$ cat config.mk
export PLATFORM = sky130hd
export DESIGN_NAME = uart_tx_feeder
export DESIGN_NICKNAME = d
export VERILOG_FILES = /design/src/rtl/uart_tx_feeder.sv
export SDC_FILE = /design/constraint.sdc
export NUM_CORES = 1
export LEC_CHECK = 0
export ABC_AREA = 0
export CAP_MARGIN = 20
export CELL_PAD_IN_SITES_DETAIL_PLACEMENT = 0
export CELL_PAD_IN_SITES_GLOBAL_PLACEMENT = 1
export CORE_AREA = 3 3 162 85
export DETAILED_ROUTE_END_ITERATION = 10
export DIE_AREA = 0 0 165 88
export PLACE_DENSITY_LB_ADDON = 0.1
export SYNTH_ARGS = -nofsm -noshare
export SYNTH_HDL_FRONTEND = slang
export SYNTH_SLANG_ARGS = --single-unit
$ cat constraint.sdc
create_clock -name clk -period 3.8 [get_ports clk]
set_clock_uncertainty 0.15 [all_clocks]
set_input_delay 0.76 -clock clk [delete_from_list [all_inputs] [get_ports clk]]
set_output_delay 0.76 -clock clk [all_outputs]
set_load 0.1 [all_outputs]
$ cat src/rtl/uart_tx_feeder.sv
// Byte FIFO plus send sequencer feeding a UART transmitter: one send_en per byte, then wait for tx_done.
// Optional inter-byte gap state is compiled in with `define UART_TX_FEEDER_GAP_EN.
module uart_tx_feeder #(
  parameter int unsigned DEPTH_LOG2 = 4,
  parameter int unsigned GAP_CYCLES = 5208
) (
  input  logic                  clk,
  input  logic                  rst,
  input  logic                  wr_en,
  input  logic [7:0]            wr_data,
  input  logic                  tx_done,
  input  logic                  uart_state,
  output logic                  send_en,
  output logic [7:0]            data_byte,
  output logic                  full,
  output logic                  empty,
  output logic [DEPTH_LOG2:0]   fifo_cnt,
  output logic                  overflow,
  output logic                  busy
);

  localparam int unsigned PTR_W = DEPTH_LOG2;
  localparam int unsigned CNT_W = DEPTH_LOG2 + 1;
  localparam int unsigned DEPTH = 1 << DEPTH_LOG2;

  if (GAP_CYCLES < 1) begin : g_gap_chk
    $error("uart_tx_feeder: GAP_CYCLES must be >= 1");
  end

`ifdef UART_TX_FEEDER_GAP_EN
  localparam int unsigned GAP_W = (GAP_CYCLES > 1) ? $clog2(GAP_CYCLES) : 1;
  typedef enum logic [1:0] {S_IDLE, S_SEND, S_WAIT, S_GAP} state_t;
  logic [GAP_W-1:0] gap_cnt;
`else
  typedef enum logic [1:0] {S_IDLE, S_SEND, S_WAIT} state_t;
`endif

  state_t           state;
  logic [7:0]       mem [DEPTH];
  logic [PTR_W-1:0] wr_ptr;
  logic [PTR_W-1:0] rd_ptr;

  logic             wr_acc_c;
  logic             pop_c;
  logic [CNT_W-1:0] cnt_nxt_c;

  // A byte leaves the FIFO only on the IDLE->SEND edge.
  always_comb begin
    wr_acc_c  = wr_en && !full;
    pop_c     = (state == S_IDLE) && !empty && !uart_state;
    cnt_nxt_c = fifo_cnt + CNT_W'(wr_acc_c) - CNT_W'(pop_c);
  end

  // Storage carries no reset; stale entries are never read because of fifo_cnt.
  always_ff @(posedge clk) begin
    if (wr_acc_c) mem[wr_ptr] <= wr_data;
  end

  always_ff @(posedge clk or negedge rst) begin
    if (!rst) begin
      wr_ptr    <= '0;
      rd_ptr    <= '0;
      fifo_cnt  <= '0;
      full      <= 1'b0;
      empty     <= 1'b1;
      overflow  <= 1'b0;
      state     <= S_IDLE;
      send_en   <= 1'b0;
      data_byte <= 8'h00;
      busy      <= 1'b0;
`ifdef UART_TX_FEEDER_GAP_EN
      gap_cnt   <= '0;
`endif
    end else begin
      fifo_cnt <= cnt_nxt_c;
      full     <= (cnt_nxt_c == CNT_W'(DEPTH));
      empty    <= (cnt_nxt_c == '0);
      overflow <= wr_en && full;
      if (wr_acc_c) wr_ptr <= wr_ptr + PTR_W'(1);

      case (state)
        S_IDLE: begin
          send_en <= 1'b0;
          if (pop_c) begin
            data_byte <= mem[rd_ptr];
            rd_ptr    <= rd_ptr + PTR_W'(1);
            send_en   <= 1'b1;
            busy      <= 1'b1;
            state     <= S_SEND;
          end
        end
        S_SEND: begin
          send_en <= 1'b0;
          state   <= S_WAIT;
        end
        S_WAIT: begin
          send_en <= 1'b0;
          if (tx_done) begin
`ifdef UART_TX_FEEDER_GAP_EN
            gap_cnt <= GAP_W'(GAP_CYCLES - 1);
            state   <= S_GAP;
`else
            busy    <= 1'b0;
            state   <= S_IDLE;
`endif
          end
        end
`ifdef UART_TX_FEEDER_GAP_EN
        S_GAP: begin
          send_en <= 1'b0;
          if (gap_cnt == '0) begin
            busy  <= 1'b0;
            state <= S_IDLE;
          end else begin
            gap_cnt <= gap_cnt - GAP_W'(1);
          end
        end
`endif
        default: begin
          send_en <= 1'b0;
          busy    <= 1'b0;
          state   <= S_IDLE;
        end
      endcase
    end
  end

endmodule
==> results of run 1 <==
final cells by class:
cell class | instances | area share (%)
clock buffer | 17 | 5.77
clock inverter | 15 | 1.53
inverter | 11 | 0.628
multi-input combinational | 141 | 20.8
sequential | 156 | 61.6
tap | 170 | 2.88
timing repair buffer | 57 | 6.79
registers in the layout (all words and copies together), names as in the netlist:
register   flops
overflow       1
full           1
state          2
busy           1
mem          128
fifo_cnt       5
wr_ptr         4
send_en        1
data_byte      8
rd_ptr         4
empty          1
power groups by stage:
stage          clock network (W)  registers [W]  logic, W
4_1_cts                  0.00156        0.00238   0.00229
5_1_grt                  0.00165        0.00241   0.00243
3_3_place_gp                   0        0.00239   0.00225
6_report                 0.00153        0.00237   0.00226
2_1_floorplan                  0        0.00287   0.00119
3_5_place_dp                   0        0.00241   0.00228
per-layer routing:
| layer | global-route usage, % | up-vias | share of wire, % |
|---|---|---|---|
| met1 | 26.2 | 1580 | 46 |
| met3 | 5.10 | 14 | 7.8 |
| met4 | 5.25 | 0 | 0.87 |
| met5 | 0 | - | 0 |
| li1 | - | 1403 | - |
| met2 | 28.8 | 76 | 45 |
critical path, delay by kind of cell:
kind / cells / cell delay, ns
AO/OA/AOI/OAI: 1 / 0.15
adder cells (fa/ha/maj): 2 / 0.57
buffers and inverters: 3 / 0.58
AND/OR/NAND/NOR: 6 / 1.30
stage by stage:
step | setup WS, ns | total power [W] | utilization [%]
2_1_floorplan | 0.740 | 0.00406 | -
3_3_place_gp | 0.295 | 0.00464 | 54.6
3_5_place_dp | 0.201 | 0.00469 | 54.6
4_1_cts | 0.625 | 0.00623 | 58.9
5_1_grt | 0.398 | 0.00648 | 58.9
6_report | 0.613 | 0.00617 | 58.9
cell usage in the layout (no fill, tap or decap), types with 2 or more instances in the layout:
cell type	netlist	layout
clkbuf_16	0	17
clkinvlp_4	0	4
clkinv_1	0	2
edfxtp_1	128	128
nor3_1	4	4
o21ai_0	3	3
xnor2_1	8	8
a211o_1	2	2
nor4_1	2	2
inv_6	1	7
clkinv_4	0	2
nor2_1	18	18
nand4_1	2	2
nand2_1	20	20
nor2b_1	2	2
mux4_2	20	20
o221ai_1	6	6
clkdlybuf4s50_1	0	29
dfrtp_1	27	27
mux4_1	12	12
buf_4	4	28
ha_1	9	9
nand2b_1	3	3
a21oi_1	2	2
inv_1	10	10
mux2i_1	16	16
how the worst max path moves through the flow:
stage,slack (ns),from,cells after the start,end
2_1_floorplan,0.74,empty,12,full
3_3_place_gp,0.30,uart_state,12,full
5_1_grt,0.40,uart_state,12,full
3_5_place_dp,0.20,uart_state,12,full
6_report,0.61,uart_state,12,full
4_1_cts,0.62,uart_state,12,full
cell families (layout without fill, tap and decap cells):
family                     count (synthesis)  after routing  share of synthesized area [%]
adders and majority gates                 10             10                           2.13
buffers and inverters                     27            100                           2.53
DFF                                      156            156                           72.9
xor gates and xnor gates                   9              9                           1.26
AOI/OAI and AO/OA                         15             15                           1.77
muxes                                     49             49                           15.0
and+or+nand+nor                           58             58                           4.38
==> out/summary.txt, run 1 <==
count of hold-fix buffers inserted at cts: 0
net count after synthesis: 347
Worst Hold Slack: 0.326 ns
reg-to-reg critical path startpoint: state[1]
Comb pwr share: 36.7%
IO Count: 31
setup repair after global routing missed its margin: false
Net Sw Frac: 37.8%
endpoint of the worst hold path: busy
dpl hpwl: 8280 um
class of the most critical setup path: in2reg
Setup crit start kind: input pin
longest individual stage delay on the worst path: 0.50 ns
slew margin rel.: 34.5%
Register-to-Register Path Depth: 11
Switching Power: 0.00233 W
maximum count of clock buffers along a single path: 2
P&R area growth vs syn: 18.3%
placed cell area: 0.00684 sq mm
summed instance area of the synthesized netlist: 0.00623 sq mm
cell count of the worst hold path: 2
standard cell core area: 0.0125 sq mm
clk slew on worst S/H paths: 0.06 ns
global placer's final weighted congestion: 0.746
number of synthesized flops with an enable pin: 128
Layout fillers: 962
measured slew at the worst slew-check pin: 0.980 ns
master of the slowest instance on the critical path: or4_1
Final period util: 83.9%
routed wirelength normalized by instance count: 21.9 um
residual antenna-violating net count after detailed routing: 0
drt initial violations: 305
Inst Count DP: 535
Vias: 3073
clock latency reported for the late side of the worst-skew pair: 0.41 ns
prevailing post-synth register cell: edfxtp_1
multi-input logic area: 0.00153 sq mm
area of all placed cells without fillers: 0.00737 sq mm
Netlist cell types: 39
number of post-CTS setup repair buffers: 0
most area-consuming cells after synthesis: edfxtp_1 62%, dfrtp_1 11%, mux4_2 7.2%
clock root cell: clkbuf_16
maximum number of pins on one net before global-route repair: 29
most area-hungry cell type in the Yosys netlist: edfxtp_1
first-pass GRT wire length: 18800 um
required time of the critical path: 3.96 ns
Starting Density: 49.8%
final slew viol count: 0
Layout Nets: 407
final hold vios: 0
power share of the clock group: 24.9%
die footprint: 0.0145 sq mm
internal power: 0.00383 W
endpoint type of the worst setup path: register
synthesis warning total: 0
sequential share of power: 38.4%
worst min-delay path startpoint: busy
top post-synthesis cells by count: 128 x edfxtp_1, 27 x dfrtp_1, 20 x mux4_2, 20 x nand2_1, 18 x nor2_1
upper clock frequency limit: 314 MHz
maximum capacitance violations: 0
synthesized flop and latch total: 156
Sequential cell area: 0.00455 sq mm
IR drop worst, VDD: 0.773 mV
TritonCTS buffer count: 17
DR vias/cell: 5.42
Detailed Routing Iterations Pass 1: 4
Cell Chain, Critical Path: clkdlybuf4s50_1 > or4_1 > inv_6 > nand2b_1 > nand2_1 > ha_1 > inv_1 > fa_1 > nor2b_1 > o21ai_0 > and3_1 > nor4_1
aggregate negative setup slack: 0 ns
Die Width: 165 um
site row count: 29
final wirelength: 12400 um
maximum level of the CTS H-tree: 4
cell with the most instances after synthesis: edfxtp_1
total setup violations reported at the end of the flow: 0
capturing point of the worst reg2reg path: full
vias in the first global route: 3158
fin cells: 567
overall global routing resource usage: 18.5%
antenna diode count: 0
gate count after technology mapping: 324
fraction of post-synthesis cell area in the top cell type by area: 61.6%
Syn Area/Cell: 19.2 sq um
minimum setup slack among reg-to-reg paths: 0.83 ns
class of the tightest hold or removal check: reg2reg
TritonCTS clock tree: built
# DRC: 0
number of antenna violations at the first check in global routing: 0
fin crit period: 3.19 ns
Critical Path Fanout Max: 7
Clock Sinks: 156
total power divided by cell area: 836 mW/mm^2
result of the run: finished, final reports clean
async set-reset flop share out of synthesis: 17.9%
IO buf count: 30
Leakage Power: 2.66 nW
Remaining Overflow, GRT: 0
share of synthesized area occupied by flip-flops and latches: 72.9%
Resized Gates After CTS: 0
die outline height: 88 um
share of cells above drive strength 1: 20.9%
crit path DAT: 3.35 ns
No activity file was read; power rests on OpenSTA's default activity.
==> inputs of run 2 (changes only) <==
- clock period: 3.8 -> 3.1 ns (I/O delays scaled with it)
==> run 2 against run 1 <==
Largest power group unchanged. Count of clock-buffer cells in the layout rose by 3. Cell area about the same. Total power is 24% higher.
==> out/summary.txt, run 2 (same netlist as run 1, synthesis figures left out) <==
site row count: 29 (unchanged)
clk slew on worst S/H paths: 0.06 ns (about the same)
Regs by FF count: mem: 128 flops, data_byte: 8 flops, fifo_cnt: 5 flops (unchanged)
Register-to-Register Path Depth: 10 (was 11)
result of the run: finished, final reports clean (unchanged)
worst min-delay path startpoint: busy (unchanged)
IR drop worst, VDD: 0.856 mV (was 0.773 mV)
# DRC: 0 (unchanged)
Inst Count DP: 535 (unchanged)
slew margin rel.: 47.0% (was 34.5%)
setup repair after global routing missed its margin: false (unchanged)
Clock Sinks: 156 (unchanged)
endpoint type of the worst setup path: register (unchanged)
maximum capacitance violations: 0 (unchanged)
fraction of met2 tracks used by global routing: 27.7% (was 28.8%)
fin crit period: 2.92 ns
Critical Path Fanout Max: 2 (was 7)
TritonCTS clock tree: built (unchanged)
fin cells: 566 (was 567)
commonest cells after routing, fill and taps aside: 128 x edfxtp_1, 43 x buf_4, 27 x dfrtp_1 (was 128 x edfxtp_1, 29 x clkdlybuf4s50_1, 28 x buf_4)
final wirelength: 12600 um (was 12400 um)
clock latency reported for the late side of the worst-skew pair: 0.41 ns (about the same)
Global Route met3 Usage: 5.05% (was 5.10%)
Post-Place Setup Slack: -0.341 ns (was 0.201 ns)
Detailed Routing Iterations Pass 1: 5 (was 4)
DR vias/cell: 5.56 (was 5.42)
endpoint of the worst hold path: busy (unchanged)
crit path DAT: 3.08 ns (was 3.35 ns)
Leakage Power: 2.69 nW (was 2.66 nW)
IO buf count: 30 (unchanged)
TritonCTS buffer count: 17 (unchanged)
Starting Density: 49.8% (unchanged)
final hold vios: 0 (unchanged)
class of the tightest hold or removal check: reg2reg (unchanged)
P&R area growth vs syn: 18.2% (was 18.3%)
Setup crit start kind: input pin (unchanged)
max FFs per register: 128 (unchanged)
GRT Max-Usage Layer: met1 (was met2)
routed wirelength normalized by instance count: 22.2 um (was 21.9 um)
standard cell core area: 0.0125 sq mm (unchanged)
clock root cell: clkbuf_16 (unchanged)
count of hold-fix buffers inserted at cts: 0 (unchanged)
longest individual stage delay on the worst path: 0.50 ns (about the same)
master of the slowest instance on the critical path: or4_1 (unchanged)
largest register by flop count: mem (unchanged)
overall global routing resource usage: 19.1% (was 18.5%)
residual antenna-violating net count after detailed routing: 0 (unchanged)
number of antenna violations at the first check in global routing: 0 (unchanged)
cell count of the worst hold path: 2 (unchanged)
crit path setup slack, layout: 0.177 ns (was 0.613 ns)
number of post-CTS setup repair buffers: 0 (unchanged)
commonest non-fill, non-tap cell in the layout: edfxtp_1 (unchanged)
maximum number of pins on one net before global-route repair: 36 (was 29)
Vias: 3148 (was 3073)
Final period util: 94.3%
Die Width: 165 um (unchanged)
die footprint: 0.0145 sq mm (unchanged)
total power divided by cell area: 1040 mW/mm^2 (was 836 mW/mm^2)
capturing point of the worst reg2reg path: full (unchanged)
first-pass GRT wire length: 19400 um (was 18800 um)
class of the most critical setup path: in2reg (unchanged)
final slew viol count: 0 (unchanged)
vias in the first global route: 3181 (was 3158)
Cell Chain, Critical Path: clkdlybuf4s50_1 > or4_1 > inv_6 > nand2b_1 > nand2_1 > ha_1 > inv_1 > fa_1 > inv_1 > or3_1 > nor4_2 (was clkdlybuf4s50_1 > or4_1 > inv_6 > nand2b_1 > nand2_1 > ha_1 > inv_1 > fa_1 > nor2b_1 > o21ai_0 > and3_1 > nor4_1)
measured slew at the worst slew-check pin: 0.795 ns (was 0.980 ns)
share of cells above drive strength 1: 25.5% (was 20.9%)
maximum level of the CTS H-tree: 4 (unchanged)
dpl hpwl: 8280 um (about the same)
antenna diode count: 0 (unchanged)
minimum setup slack among reg-to-reg paths: 0.26 ns (was 0.83 ns)
maximum count of clock buffers along a single path: 2 (unchanged)
Layout Nets: 407 (unchanged)
drt initial violations: 329 (was 305)
total setup violations reported at the end of the flow: 0 (unchanged)
Resized Gates After CTS: 0 (unchanged)
met1 demand-to-capacity share in global routing: 28.1% (was 26.2%)
upper clock frequency limit: 342 MHz
die outline height: 88 um (unchanged)
cell occurring most often along the worst timing path: inv_1
reg-to-reg critical path startpoint: state[1] (unchanged)
IO Count: 31 (unchanged)
global placer's final weighted congestion: 0.808 (was 0.746)
required time of the critical path: 3.26 ns (was 3.96 ns)
Remaining Overflow, GRT: 0 (unchanged)
[run 2: critical path: cells and delay by family]
kind,cells,cell delay [ns]
buffers and inverters,4,0.59
AND/OR/NAND/NOR,5,1.23
adder cells (fa/ha/maj),2,0.65
[run 2: power breakdown]
part / internal, W / switching, W
registers: 0.00263 / 0.000268
logic: 0.00104 / 0.00182
clock network: 0.00109 / 0.000789
[run 2: how the worst max path moves through the flow]
stage / start / end / slack, ns / depth (start not counted)
finish: uart_state / full / 0.18 / 11
detailed placement: uart_state / empty / -0.34 / 12
global placement: uart_state / empty / -0.20 / 12
global route: uart_state / full / 0.03 / 12
floorplan: empty / full / 0.04 / 12
CTS: uart_state / empty / 0.08 / 12
[run 2: final cells by class]
cell class | count | area (sq um)
Inverter | 11 | 46.3
Clock inverter | 11 | 96.3
Clock buffer | 20 | 437
Tap cell | 170 | 213
Timing Repair Buffer | 57 | 483
Fill cell | 943 | 5150
Sequential cell | 156 | 4550
Multi-Input combinational cell | 141 | 1550
[run 2: layer usage]
layer	wire length, um	share of wire (%)
met1	6090	48
met2	5630	45
met3	662	5.3
met4	190	1.5
met5	0	0
[run 2: metrics by stage]
stage / utilization, % / hold slack, ns / power, W / TNS (ns) / area (sq um)
after floorplan: - / 0.174 / 0.00498 / 0 / 6230
after global placement: 54.5 / 0.320 / 0.00569 / -0.422 / 6820
after detailed placement: 54.5 / 0.332 / 0.00576 / -0.838 / 6820
after CTS: 58.7 / 0.349 / 0.00766 / 0 / 7350
after global routing: 58.9 / 0.384 / 0.00801 / 0 / 7370
final: 58.9 / 0.348 / 0.00764 / 0 / 7370
==> inputs of run 3 (changes only) <==
- clock period: 3.1 -> 2.9 ns (I/O delays scaled with it)
==> run 3 against run 2 <==
Count of clock-buffer cells in the layout fell by 3. Total power rose by 7.9%. Worst setup slack got worse by 0.079 ns. Critical path type unchanged. Critical endpoint unchanged. Highest routed layer unchanged.
==> out/summary.txt, run 3 (same netlist as run 1, synthesis figures left out) <==
TritonCTS clock tree: built (unchanged)
Die Width: 165 um (unchanged)
Inst Count DP: 538 (was 535)
clk slew on worst S/H paths: 0.06 ns (about the same)
final slew viol count: 0 (unchanged)
IO Count: 31 (unchanged)
class of the tightest hold or removal check: reg2reg (unchanged)
setup repair after global routing missed its margin: false (unchanged)
drt initial violations: 265 (was 329)
longest individual stage delay on the worst path: 0.46 ns (was 0.50 ns)
Cell Chain, Critical Path: clkdlybuf4s50_1 > or4_4 > inv_6 > nand2b_1 > nand2_1 > ha_1 > inv_1 > fa_1 > nor2b_1 > o21ai_1 > and3_1 > nor4_2 (was clkdlybuf4s50_1 > or4_1 > inv_6 > nand2b_1 > nand2_1 > ha_1 > inv_1 > fa_1 > inv_1 > or3_1 > nor4_2)
Worst Hold Slack: 0.339 ns (was 0.348 ns)
dpl hpwl: 8060 um (was 8280 um)
result of the run: finished, final reports clean (unchanged)
Detailed Routing Iterations Pass 1: 4 (was 5)
capturing point of the worst reg2reg path: full (unchanged)
required time of the critical path: 3.05 ns (was 3.26 ns)
master of the slowest instance on the critical path: or4_4 (was or4_1)
maximum count of clock buffers along a single path: 2 (unchanged)
IO buf count: 30 (unchanged)
Final Util: 59.3% (was 58.9%)
crit path DAT: 2.95 ns (was 3.08 ns)
Setup crit start kind: input pin (unchanged)
endpoint type of the worst setup path: register (unchanged)
count of hold-fix buffers inserted at cts: 0 (unchanged)
Layout fillers: 942 (was 943)
Clock Sinks: 156 (unchanged)
Remaining Overflow, GRT: 0 (unchanged)
slew margin rel.: 49.4% (was 47.0%)
cell count of the worst hold path: 2 (unchanged)
reg-to-reg critical path startpoint: empty (was state[1])
Regs by FF count: mem: 128 flops, data_byte: 8 flops, fifo_cnt: 5 flops (unchanged)
class of the most critical setup path: in2reg (unchanged)
DR vias/cell: 5.46 (was 5.56)
number of post-CTS setup repair buffers: 0 (unchanged)
number of antenna violations at the first check in global routing: 0 (unchanged)
measured slew at the worst slew-check pin: 0.759 ns (was 0.795 ns)
# DRC: 0 (unchanged)
TritonCTS buffer count: 17 (unchanged)
clock root cell: clkbuf_16 (unchanged)
commonest non-fill, non-tap cell in the layout: edfxtp_1 (unchanged)
Layout Nets: 410 (was 407)
upper clock frequency limit: 357 MHz
fin cells: 569 (was 566)
largest register by flop count: mem (unchanged)
clock latency reported for the late side of the worst-skew pair: 0.41 ns (about the same)
total power divided by cell area: 1110 mW/mm^2 (was 1040 mW/mm^2)
maximum level of the CTS H-tree: 4 (unchanged)
routed wirelength normalized by instance count: 21.4 um (was 22.2 um)
placed cell area: 0.00683 sq mm (was 0.00682 sq mm)
Resized Gates After CTS: 2 (was 0)
standard cell core area: 0.0125 sq mm (unchanged)
global placer's final weighted congestion: 0.800 (was 0.808)
commonest cells after routing, fill and taps aside: 128 x edfxtp_1, 47 x buf_4, 26 x dfrtp_1 (was 128 x edfxtp_1, 43 x buf_4, 27 x dfrtp_1)
area of all placed cells without fillers: 0.00742 sq mm (was 0.00737 sq mm)
Critical Path Fanout Max: 4 (was 2)
die outline height: 88 um (unchanged)
endpoint of the worst hold path: busy (unchanged)
worst min-delay path startpoint: busy (unchanged)
first-pass GRT wire length: 18800 um (was 19400 um)
maximum number of pins on one net before global-route repair: 36 (unchanged)
Final period util: 96.6%
Starting Density: 49.8% (unchanged)
residual antenna-violating net count after detailed routing: 0 (unchanged)
share of cells above drive strength 1: 27.3% (was 25.5%)
minimum setup slack among reg-to-reg paths: 0.15 ns (was 0.26 ns)
Register-to-Register Path Depth: 11 (was 10)
final hold vios: 0 (unchanged)
antenna diode count: 0 (unchanged)
Vias: 3104 (was 3148)
total setup violations reported at the end of the flow: 0 (unchanged)
vias in the first global route: 3260 (was 3181)
maximum capacitance violations: 0 (unchanged)
fin crit period: 2.80 ns
Leakage Power: 2.71 nW (was 2.69 nW)
P&R area growth vs syn: 19.0% (was 18.2%)
aggregate negative setup slack: 0 ns (unchanged)
site row count: 29 (unchanged)
IR drop worst, VDD: 0.952 mV (was 0.856 mV)
overall global routing resource usage: 18.4% (was 19.1%)
max FFs per register: 128 (unchanged)
final wirelength: 12200 um (was 12600 um)
die footprint: 0.0145 sq mm (unchanged)
==> run 3: cell count changes in the layout (fill, tap and decap cells not counted), moves of 2 or more <==
cell | before | now
clkinv_2 | 4 | 1
clkinv_4 | 0 | 2
inv_6 | 2 | 6
clkbuf_1 | 3 | 0
buf_4 | 43 | 47
==> run 3: worst max path at each step <==
stage / startpoint / end / slack [ns]
global placement: uart_state / empty / -0.36
CTS: uart_state / full / 0.04
floorplan: empty / full / -0.003
finish: uart_state / full / 0.1
global route: uart_state / full / 0.007
detailed placement: uart_state / full / -0.45
==> run 3: worst max-delay path: cells and delay by family <==
family | cells | cell delay (ns)
AO/OA/AOI/OAI | 1 | 0.10
AND/OR/NAND/NOR | 6 | 1.21
adder cells (fa/ha/maj) | 2 | 0.55
buffers and inverters | 3 | 0.52
==> run 3: cell type report <==
class                   count  area (sq um)  area share, %
inverters                  11          46.3          0.624
multi-input cells         141          1550           20.9
well taps                 170           213           2.87
clock buffers              17           425           5.73
clock inverters            14           138           1.86
flip-flops and latches    156          4550           61.3
repair buffers             60           493           6.65
==> run 3: metrics by stage <==
step	worst slack, ns	total power (W)
after floorplan	-0.00260	0.00532
after global placement	-0.364	0.00605
after detailed placement	-0.453	0.00615
after CTS	0.0392	0.00827
after global routing	0.00650	0.00864
final	0.0974	0.00824
==> run 3: layer usage <==
metal | up-vias | track usage (%) | share of wire, %
li1 | 1399 | - | -
met1 | 1621 | 26.7 | 46
met2 | 82 | 27.7 | 47
met3 | 2 | 3.92 | 6.9
met4 | 0 | 6.85 | 0.24
met5 | - | 0 | 0
==> run 3: where the power goes <==
part	internal, W	switching, W
Clock	0.00120	0.000900
Sequential	0.00281	0.000281
Combinational	0.00113	0.00192
